File: src/rtl/issue_sched_if.sv
//------------------------------------------------------------------------------
// Module   : issue_sched_if
// Purpose  : Bundles the signals between the IF/ID instruction buffer, the
//            writeback stage and the issue scheduler.
// Signals  : branch_flag   mispredict flush
//            id_stall      ID cannot accept this cycle
//            sendout_flag1 buffer slot 0 valid
//            sendout_flag2 buffer slot 1 valid
//            inst1 / inst2 slot 0 / slot 1 instructions (32 bit)
//            wb_ld_valid   load result written back this cycle
//            wb_ld_rd      destination register of that load
//            launch_flag1  slot 0 consumed at next posedge
//            launch_flag2  slot 1 consumed at next posedge
//            sb_busy       load scoreboard, bit r = load to xr in flight
//            sched_state   00 RUN, 01 FLUSH, 10 DRAIN
// Modports : master = buffer/writeback side, slave = scheduler
// Revision : 1.0 - initial release
//------------------------------------------------------------------------------
`default_nettype none

interface issue_sched_if;
  logic        branch_flag;
  logic        id_stall;
  logic        sendout_flag1;
  logic        sendout_flag2;
  logic [31:0] inst1;
  logic [31:0] inst2;
  logic        wb_ld_valid;
  logic [4:0]  wb_ld_rd;
  logic        launch_flag1;
  logic        launch_flag2;
  logic [31:0] sb_busy;
  logic [1:0]  sched_state;

  modport master (
    output branch_flag, id_stall, sendout_flag1, sendout_flag2,
           inst1, inst2, wb_ld_valid, wb_ld_rd,
    input  launch_flag1, launch_flag2, sb_busy, sched_state
  );

  modport slave (
    input  branch_flag, id_stall, sendout_flag1, sendout_flag2,
           inst1, inst2, wb_ld_valid, wb_ld_rd,
    output launch_flag1, launch_flag2, sb_busy, sched_state
  );
endinterface

`default_nettype wire

File: src/rtl/issue_sched.sv
//------------------------------------------------------------------------------
// Module   : issue_sched
// Purpose  : Issue scheduler for the IF/ID instruction buffer. Decides each
//            cycle whether slot 0 / slot 1 launch to ID, enforcing load-use,
//            intra-pair and serialization hazards, and holds launch off
//            across branch flushes. Holds a load scoreboard, a RUN/FLUSH/DRAIN
//            sequencer and its hold counter.
// Ports    : clk  - clock, all state updates on posedge
//            rst  - synchronous active-high reset
//            bus  - issue_sched_if.slave (buffer, writeback and status signals)
// Params   : FLUSH_CYCLES - launch hold-off after branch_flag (min 1)
//            DRAIN_CYCLES - launch hold-off after a serializing instr (min 1)
// Config   : DUAL_ISSUE_EN - when defined slot 1 may launch alongside slot 0;
//            otherwise launch_flag2 is tied low (single issue).
// Revision : 1.0 - initial release
//------------------------------------------------------------------------------
`default_nettype none

module issue_sched #(
  parameter int FLUSH_CYCLES = 1,
  parameter int DRAIN_CYCLES = 3
) (
  input  logic          clk,
  input  logic          rst,
  issue_sched_if.slave  bus
);

  localparam int MAX_HOLD = (FLUSH_CYCLES > DRAIN_CYCLES) ? FLUSH_CYCLES : DRAIN_CYCLES;
  localparam int CNT_W    = (MAX_HOLD > 1) ? $clog2(MAX_HOLD) : 1;
  localparam logic [CNT_W-1:0] FLUSH_LOAD = CNT_W'(FLUSH_CYCLES - 1);
  localparam logic [CNT_W-1:0] DRAIN_LOAD = CNT_W'(DRAIN_CYCLES - 1);

  localparam logic [6:0] OP_LUI    = 7'b0110111;
  localparam logic [6:0] OP_AUIPC  = 7'b0010111;
  localparam logic [6:0] OP_JAL    = 7'b1101111;
  localparam logic [6:0] OP_JALR   = 7'b1100111;
  localparam logic [6:0] OP_BRANCH = 7'b1100011;
  localparam logic [6:0] OP_LOAD   = 7'b0000011;
  localparam logic [6:0] OP_STORE  = 7'b0100011;
  localparam logic [6:0] OP_IMM    = 7'b0010011;
  localparam logic [6:0] OP_OP     = 7'b0110011;
  localparam logic [6:0] OP_MISC   = 7'b0001111;
  localparam logic [6:0] OP_SYSTEM = 7'b1110011;

  typedef enum logic [1:0] {
    RUN   = 2'b00,
    FLUSH = 2'b01,
    DRAIN = 2'b10
  } state_t;

  typedef struct packed {
    logic       rd_used;
    logic       rs1_used;
    logic       rs2_used;
    logic       ctrl;
    logic       mem;
    logic       load;
    logic       serial;
    logic [4:0] rd;
    logic [4:0] rs1;
    logic [4:0] rs2;
  } dec_t;

  function automatic dec_t decode(input logic [31:0] inst);
    dec_t d;
    logic [6:0] op;
    op       = inst[6:0];
    d.rd     = inst[11:7];
    d.rs1    = inst[19:15];
    d.rs2    = inst[24:20];
    d.rd_used  = (op == OP_LUI || op == OP_AUIPC || op == OP_JAL || op == OP_JALR ||
                  op == OP_LOAD || op == OP_IMM || op == OP_OP) && (inst[11:7] != 5'd0);
    d.rs1_used = (op == OP_JALR || op == OP_BRANCH || op == OP_LOAD || op == OP_STORE ||
                  op == OP_IMM || op == OP_OP);
    d.rs2_used = (op == OP_BRANCH || op == OP_STORE || op == OP_OP);
    d.ctrl     = (op == OP_JAL || op == OP_JALR || op == OP_BRANCH);
    d.mem      = (op == OP_LOAD || op == OP_STORE);
    d.load     = (op == OP_LOAD);
    d.serial   = (op == OP_MISC || op == OP_SYSTEM);
    return d;
  endfunction

  state_t            state_q, state_d;
  logic [CNT_W-1:0]  cnt_q, cnt_d;
  logic [31:0]       sb_q, sb_d;
  logic              launch1, launch2;
  dec_t              d1, d2;
  logic              hit1, hit2;

  assign d1 = decode(bus.inst1);
  assign d2 = decode(bus.inst2);

  // Only source fields the instruction actually reads can hit the scoreboard.
  assign hit1 = (d1.rs1_used & sb_q[d1.rs1]) | (d1.rs2_used & sb_q[d1.rs2]);
  assign hit2 = (d2.rs1_used & sb_q[d2.rs1]) | (d2.rs2_used & sb_q[d2.rs2]);

`ifdef DUAL_ISSUE_EN
  logic unused_dual;
  assign unused_dual = d2.ctrl;
`else
  logic unused_dual;
  assign unused_dual = ^{d1, d2, hit2, bus.sendout_flag2};
`endif

  always_comb begin
    state_d = state_q;
    cnt_d   = cnt_q;
    launch2 = 1'b0;

    // A serializing instruction waits until every in-flight load has returned.
    launch1 = !rst && (state_q == RUN) && !bus.branch_flag && !bus.id_stall &&
              bus.sendout_flag1 && !hit1 && (!d1.serial || (sb_q == 32'd0));

`ifdef DUAL_ISSUE_EN
    launch2 = launch1 && bus.sendout_flag2 && !d1.serial && !d2.serial && !d1.ctrl &&
              !(d1.mem && d2.mem) && !hit2 &&
              !(d1.rd_used && ((d2.rs1_used && (d2.rs1 == d1.rd)) ||
                               (d2.rs2_used && (d2.rs2 == d1.rd)))) &&
              !(d1.rd_used && d2.rd_used && (d1.rd == d2.rd));
`endif

    case (state_q)
      RUN: begin
        if (bus.branch_flag) begin
          state_d = FLUSH;
          cnt_d   = FLUSH_LOAD;
        end else if (launch1 && d1.serial) begin
          state_d = DRAIN;
          cnt_d   = DRAIN_LOAD;
        end
      end
      FLUSH, DRAIN: begin
        // A new flush restarts the hold-off regardless of what was pending.
        if (bus.branch_flag) begin
          state_d = FLUSH;
          cnt_d   = FLUSH_LOAD;
        end else if (cnt_q == '0) begin
          state_d = RUN;
        end else begin
          cnt_d = cnt_q - 1'b1;
        end
      end
      default: begin
        state_d = RUN;
        cnt_d   = '0;
      end
    endcase
  end

  // Clear first so that a same-cycle launch of the same register wins.
  always_comb begin
    sb_d = sb_q;
    if (bus.wb_ld_valid)
      sb_d[bus.wb_ld_rd] = 1'b0;
    if (launch1 && d1.load)
      sb_d[d1.rd] = 1'b1;
    if (launch2 && d2.load)
      sb_d[d2.rd] = 1'b1;
    sb_d[0] = 1'b0;
  end

  always_ff @(posedge clk) begin
    if (rst) begin
      state_q <= RUN;
      cnt_q   <= '0;
      sb_q    <= 32'd0;
    end else begin
      state_q <= state_d;
      cnt_q   <= cnt_d;
      sb_q    <= sb_d;
    end
  end

  assign bus.launch_flag1 = launch1;
  assign bus.launch_flag2 = launch2;
  assign bus.sb_busy      = sb_q;
  assign bus.sched_state  = state_q;

endmodule

`default_nettype wire

File: src/flat_wrapper.sv
// flat-port wrapper written by rule: the top's interface ports become plain ports
module issue_sched_flat 
#(
  parameter int FLUSH_CYCLES = 1,
  parameter int DRAIN_CYCLES = 3
)
  (clk, rst, bus_branch_flag, bus_id_stall, bus_sendout_flag1, bus_sendout_flag2, bus_inst1, bus_inst2, bus_wb_ld_valid, bus_wb_ld_rd, bus_launch_flag1, bus_launch_flag2, bus_sb_busy, bus_sched_state);
  issue_sched_if bus_i ();
  input  logic clk;
  input  logic rst;
  input wire logic [$bits(bus_i.branch_flag)-1:0] bus_branch_flag;
  input wire logic [$bits(bus_i.id_stall)-1:0] bus_id_stall;
  input wire logic [$bits(bus_i.sendout_flag1)-1:0] bus_sendout_flag1;
  input wire logic [$bits(bus_i.sendout_flag2)-1:0] bus_sendout_flag2;
  input wire logic [$bits(bus_i.inst1)-1:0] bus_inst1;
  input wire logic [$bits(bus_i.inst2)-1:0] bus_inst2;
  input wire logic [$bits(bus_i.wb_ld_valid)-1:0] bus_wb_ld_valid;
  input wire logic [$bits(bus_i.wb_ld_rd)-1:0] bus_wb_ld_rd;
  output wire logic [$bits(bus_i.launch_flag1)-1:0] bus_launch_flag1;
  output wire logic [$bits(bus_i.launch_flag2)-1:0] bus_launch_flag2;
  output wire logic [$bits(bus_i.sb_busy)-1:0] bus_sb_busy;
  output wire logic [$bits(bus_i.sched_state)-1:0] bus_sched_state;
  assign bus_i.branch_flag = bus_branch_flag;
  assign bus_i.id_stall = bus_id_stall;
  assign bus_i.sendout_flag1 = bus_sendout_flag1;
  assign bus_i.sendout_flag2 = bus_sendout_flag2;
  assign bus_i.inst1 = bus_inst1;
  assign bus_i.inst2 = bus_inst2;
  assign bus_i.wb_ld_valid = bus_wb_ld_valid;
  assign bus_i.wb_ld_rd = bus_wb_ld_rd;
  assign bus_launch_flag1 = bus_i.launch_flag1;
  assign bus_launch_flag2 = bus_i.launch_flag2;
  assign bus_sb_busy = bus_i.sb_busy;
  assign bus_sched_state = bus_i.sched_state;
  issue_sched #(.FLUSH_CYCLES(FLUSH_CYCLES), .DRAIN_CYCLES(DRAIN_CYCLES)) u_core (.clk(clk), .rst(rst), .bus(bus_i));
endmodule
File: config.mk
export PLATFORM = sky130hd
export DESIGN_NAME = issue_sched_flat
export DESIGN_NICKNAME = d
export VERILOG_FILES = /design/src/rtl/issue_sched_if.sv /design/src/rtl/issue_sched.sv /design/src/flat_wrapper.sv
export SDC_FILE = /design/constraint.sdc
export NUM_CORES = 1
export LEC_CHECK = 0
export ABC_AREA = 1
export ABC_CLOCK_PERIOD_IN_PS = 3300
export BUFFER_PORTS_ARGS = -buffer_cell sky130_fd_sc_hd__buf_4
export CORE_AREA = 2 2 77 79
export CTS_CLUSTER_SIZE = 14
export DETAILED_ROUTE_END_ITERATION = 8
export DIE_AREA = 0 0 79 81
export PLACE_DENSITY = 0.91
export SLEW_MARGIN = 20
export SYNTH_ARGS = -nofsm -noshare
export SYNTH_HDL_FRONTEND = slang
export SYNTH_SLANG_ARGS = --single-unit
File: constraint.sdc
create_clock -name clk -period 3.3 [get_ports clk]
set_clock_uncertainty 0.1 [all_clocks]
set_input_delay 0.495 -clock clk [delete_from_list [all_inputs] [get_ports clk]]
set_output_delay 0.495 -clock clk [all_outputs]
set_load 0.005 [all_outputs]
==> impl_results.md <==
* Sequential area share after synthesis at 23.9%
* Hold EP: u_core.cnt_q[0]
* Share of layout cells above drive strength 1 at 27.2%
* CTS Hold Buffers Added at 0
* DR pass1 iterations at 5
* Core area at 5680 um2
* Hold Path Depth at 2
* Slew Limit Fails at 0
* Mapped cell area at 2940 um2
* Synthesized instance count at 449
* Worst slew pin tran at 0.541 ns
* Worst Path Required at 2.70 ns
* Reg2reg path depth at 10
* CTS clk-pin slew, worst paths at 0.06 ns
* Post-CTS setup buffer count at 0
* Grt ovf at 0
* H-tree depth at 2
* Top FF cell, synth: dfxtp_1
* Most frequent cells in the layout: nand2_1 (82), nand3_1 (77), buf_4 (69)
* Nets at 584
* Hold Vio Cnt, Final at 0
* Die span in x at 79 um
* Antenna violations before repair at 0
* Clock tree buffer depth at 2
* Max-Cap Viols at 0
* Area grow syn2layout at 16.9%
* Setup TNS at 0 ns
* Seq cells post-synth at 35
* Worst flop-to-flop path endpoint: u_core.bus.sb_busy[27]
* Worst endpoint data arrival time at 2.00 ns
* Hold Crit Class: reg2reg
* Final hold slack at 0.381 ns
* Initial DRC count at 224
* Routability cong. at 0.873
* CTS buffer count at 5
* Final setup violation count at 0
* Hold path startpoint: u_core.cnt_q[0]
* Max_slew headroom at 64.0%
* Mean Syn Cell Area at 6.54 um2
* Dpl hpwl at 6670 um
* Leak pwr at 1.41 nW
* EDFF count, synth at 0
* CTS tree: yes
* Vias per cell at 5.69
* Slowest-stage cell, CP: and3_1
* Row cnt at 28
* Post-DRT Antenna Nets at 0
* Post-synthesis async set-or-reset flop share at 0%
* Die Y at 81 um
* Fin crit share at 78.7%
* Reg-to-Reg Start: u_core.bus.sched_state[1]
* Root buffer cell: clkbuf_8
* RSZ-0062 raised after global routing: false
* Max Freq at 385 MHz
* WL per Instance at 14.8 um
* Tmin final at 2.60 ns
* Post-cts sizing count at 0
* Cell Chain, Critical Path: inv_1 > ha_1 > inv_1 > nor2_1 > nand3_1 > a21oi_1 > and3_1 > buf_4
* Maximum vdd drop at 0.131 mV
* CP startpoint kind: flip-flop
* Initial Utilization at 51.7%
* # DRC at 0
* Pwr/cell area at 264 nW/um2
* Port Buf Inserts at 66
* Buffers plus inverters on the worst setup path at 3
* Via count at 3296
* Worst-Skew Late Latency at 0.29 ns
* Final core occ at 60.5%
* Commonest non-fill, non-tap cell in the layout: nand2_1
* Gate family responsible for the most delay along the worst path: simple AND/OR/NAND/NOR gates
* IO Pins at 112
* Yosys cell types at 28
* Flop2flop setup slack at 0.99 ns
* Crit Path Max Fanout at 7
* Largest net degree at the start of global routing at 36
* Outcome: finished clean
* Yosys warns at 0
* Antenna cells at 0
* Setup CP Type: reg2out
* Worst path max stage delay at 0.43 ns
* GRT Total Usage at 26.9%
* First-pass GRT wire length at 13800 um
* Die footprint at 6400 um2
* Top cell by count, worst path: inv_1
* Drt total wl at 8570 um
* Clock sinks at 35
* Number of global-route vias before repair at 2973
* Crit path capture type: output pin
-- cells by family after synthesis --
kind of cell	after synthesis	share of synthesized area (%)
compound gates	81	18.0
other cells	1	0.128
flops	35	23.9
simple gates	247	42.0
fa+ha+maj	3	1.28
buf+inv	82	14.7
-- registers in the layout (all words and copies together), names as in the netlist --
register and count:
u_core.cnt_q 2, u_core.bus.sb_busy 31, u_core.bus.sched_state 2
-- per-layer routing --
layer / GRT usage (%) / wire (um)
met1: 33.8 / 3590
met2: 45.8 / 4200
met3: 3.33 / 492
met4: 13.4 / 297
met5: 0 / 0
-- where the power goes --
part	total (mW)	internal [mW]	switching [mW]
Clock	0.285	0.140	0.144
Sequential	0.431	0.427	0.00342
Combinational	0.191	0.0694	0.122
-- Yosys cell counts, drive strengths merged (3+ instances only) --
cell type    n  share of area [%]
nand4        8                1.7
nand2       82                 10
a21oi       39                 10
nor2        46                5.9
clkbuf       4               0.51
ha           3                1.3
o211ai       3               0.77
o21ai       36                6.1
buf         17                6.2
nand3      106                 23
nor3         3               0.51
inv         61                8.0
dfxtp       35                 24
-- worst register-to-register path: stages (launching register included) --
cell	delay [ns]
dfxtp_1	0.32
inv_1	0.08
ha_1	0.17
inv_1	0.05
nor2_1	0.20
nand3_1	0.11
a21oi_1	0.16
and3_1	0.43
buf_4	0.35
nand3_2	0.13
a21oi_2	0.15
-- area by class of cell --
class,count,area [um2]
Fill cell,523,2240
Multi-Input combinational cell,333,1810
Sequential cell,35,701
Timing Repair Buffer,69,518
Inverter,61,234
Tap cell,75,93.8
Clock buffer,6,72.6
-- through the flow --
stage          power, mW  setup slack (ns)  area (um2)  cells
2_1_floorplan      0.569              1.11        2940    450
3_3_place_gp       0.619             0.791        3360    573
3_5_place_dp       0.627             0.737        3360    573
4_1_cts            0.900             0.713        3430    579
5_1_grt            0.942             0.549        3430    579
6_report           0.907             0.703        3430    579
-- how the worst max path moves through the flow --
stage | slack (ns) | endpoint | from | depth (start not counted)
3_5_place_dp | 0.74 | u_core.bus.sb_busy[27] | bus_inst1[15] | 13
4_1_cts | 0.71 | bus_launch_flag1 | u_core.bus.sched_state[1] | 8
6_report | 0.70 | bus_launch_flag1 | u_core.bus.sched_state[1] | 8
5_1_grt | 0.55 | bus_launch_flag1 | u_core.bus.sched_state[1] | 8
3_3_place_gp | 0.79 | bus_launch_flag1 | bus_inst1[15] | 11
2_1_floorplan | 1.11 | bus_launch_flag1 | bus_inst1[20] | 12
No activity file was read; power rests on OpenSTA's default activity.
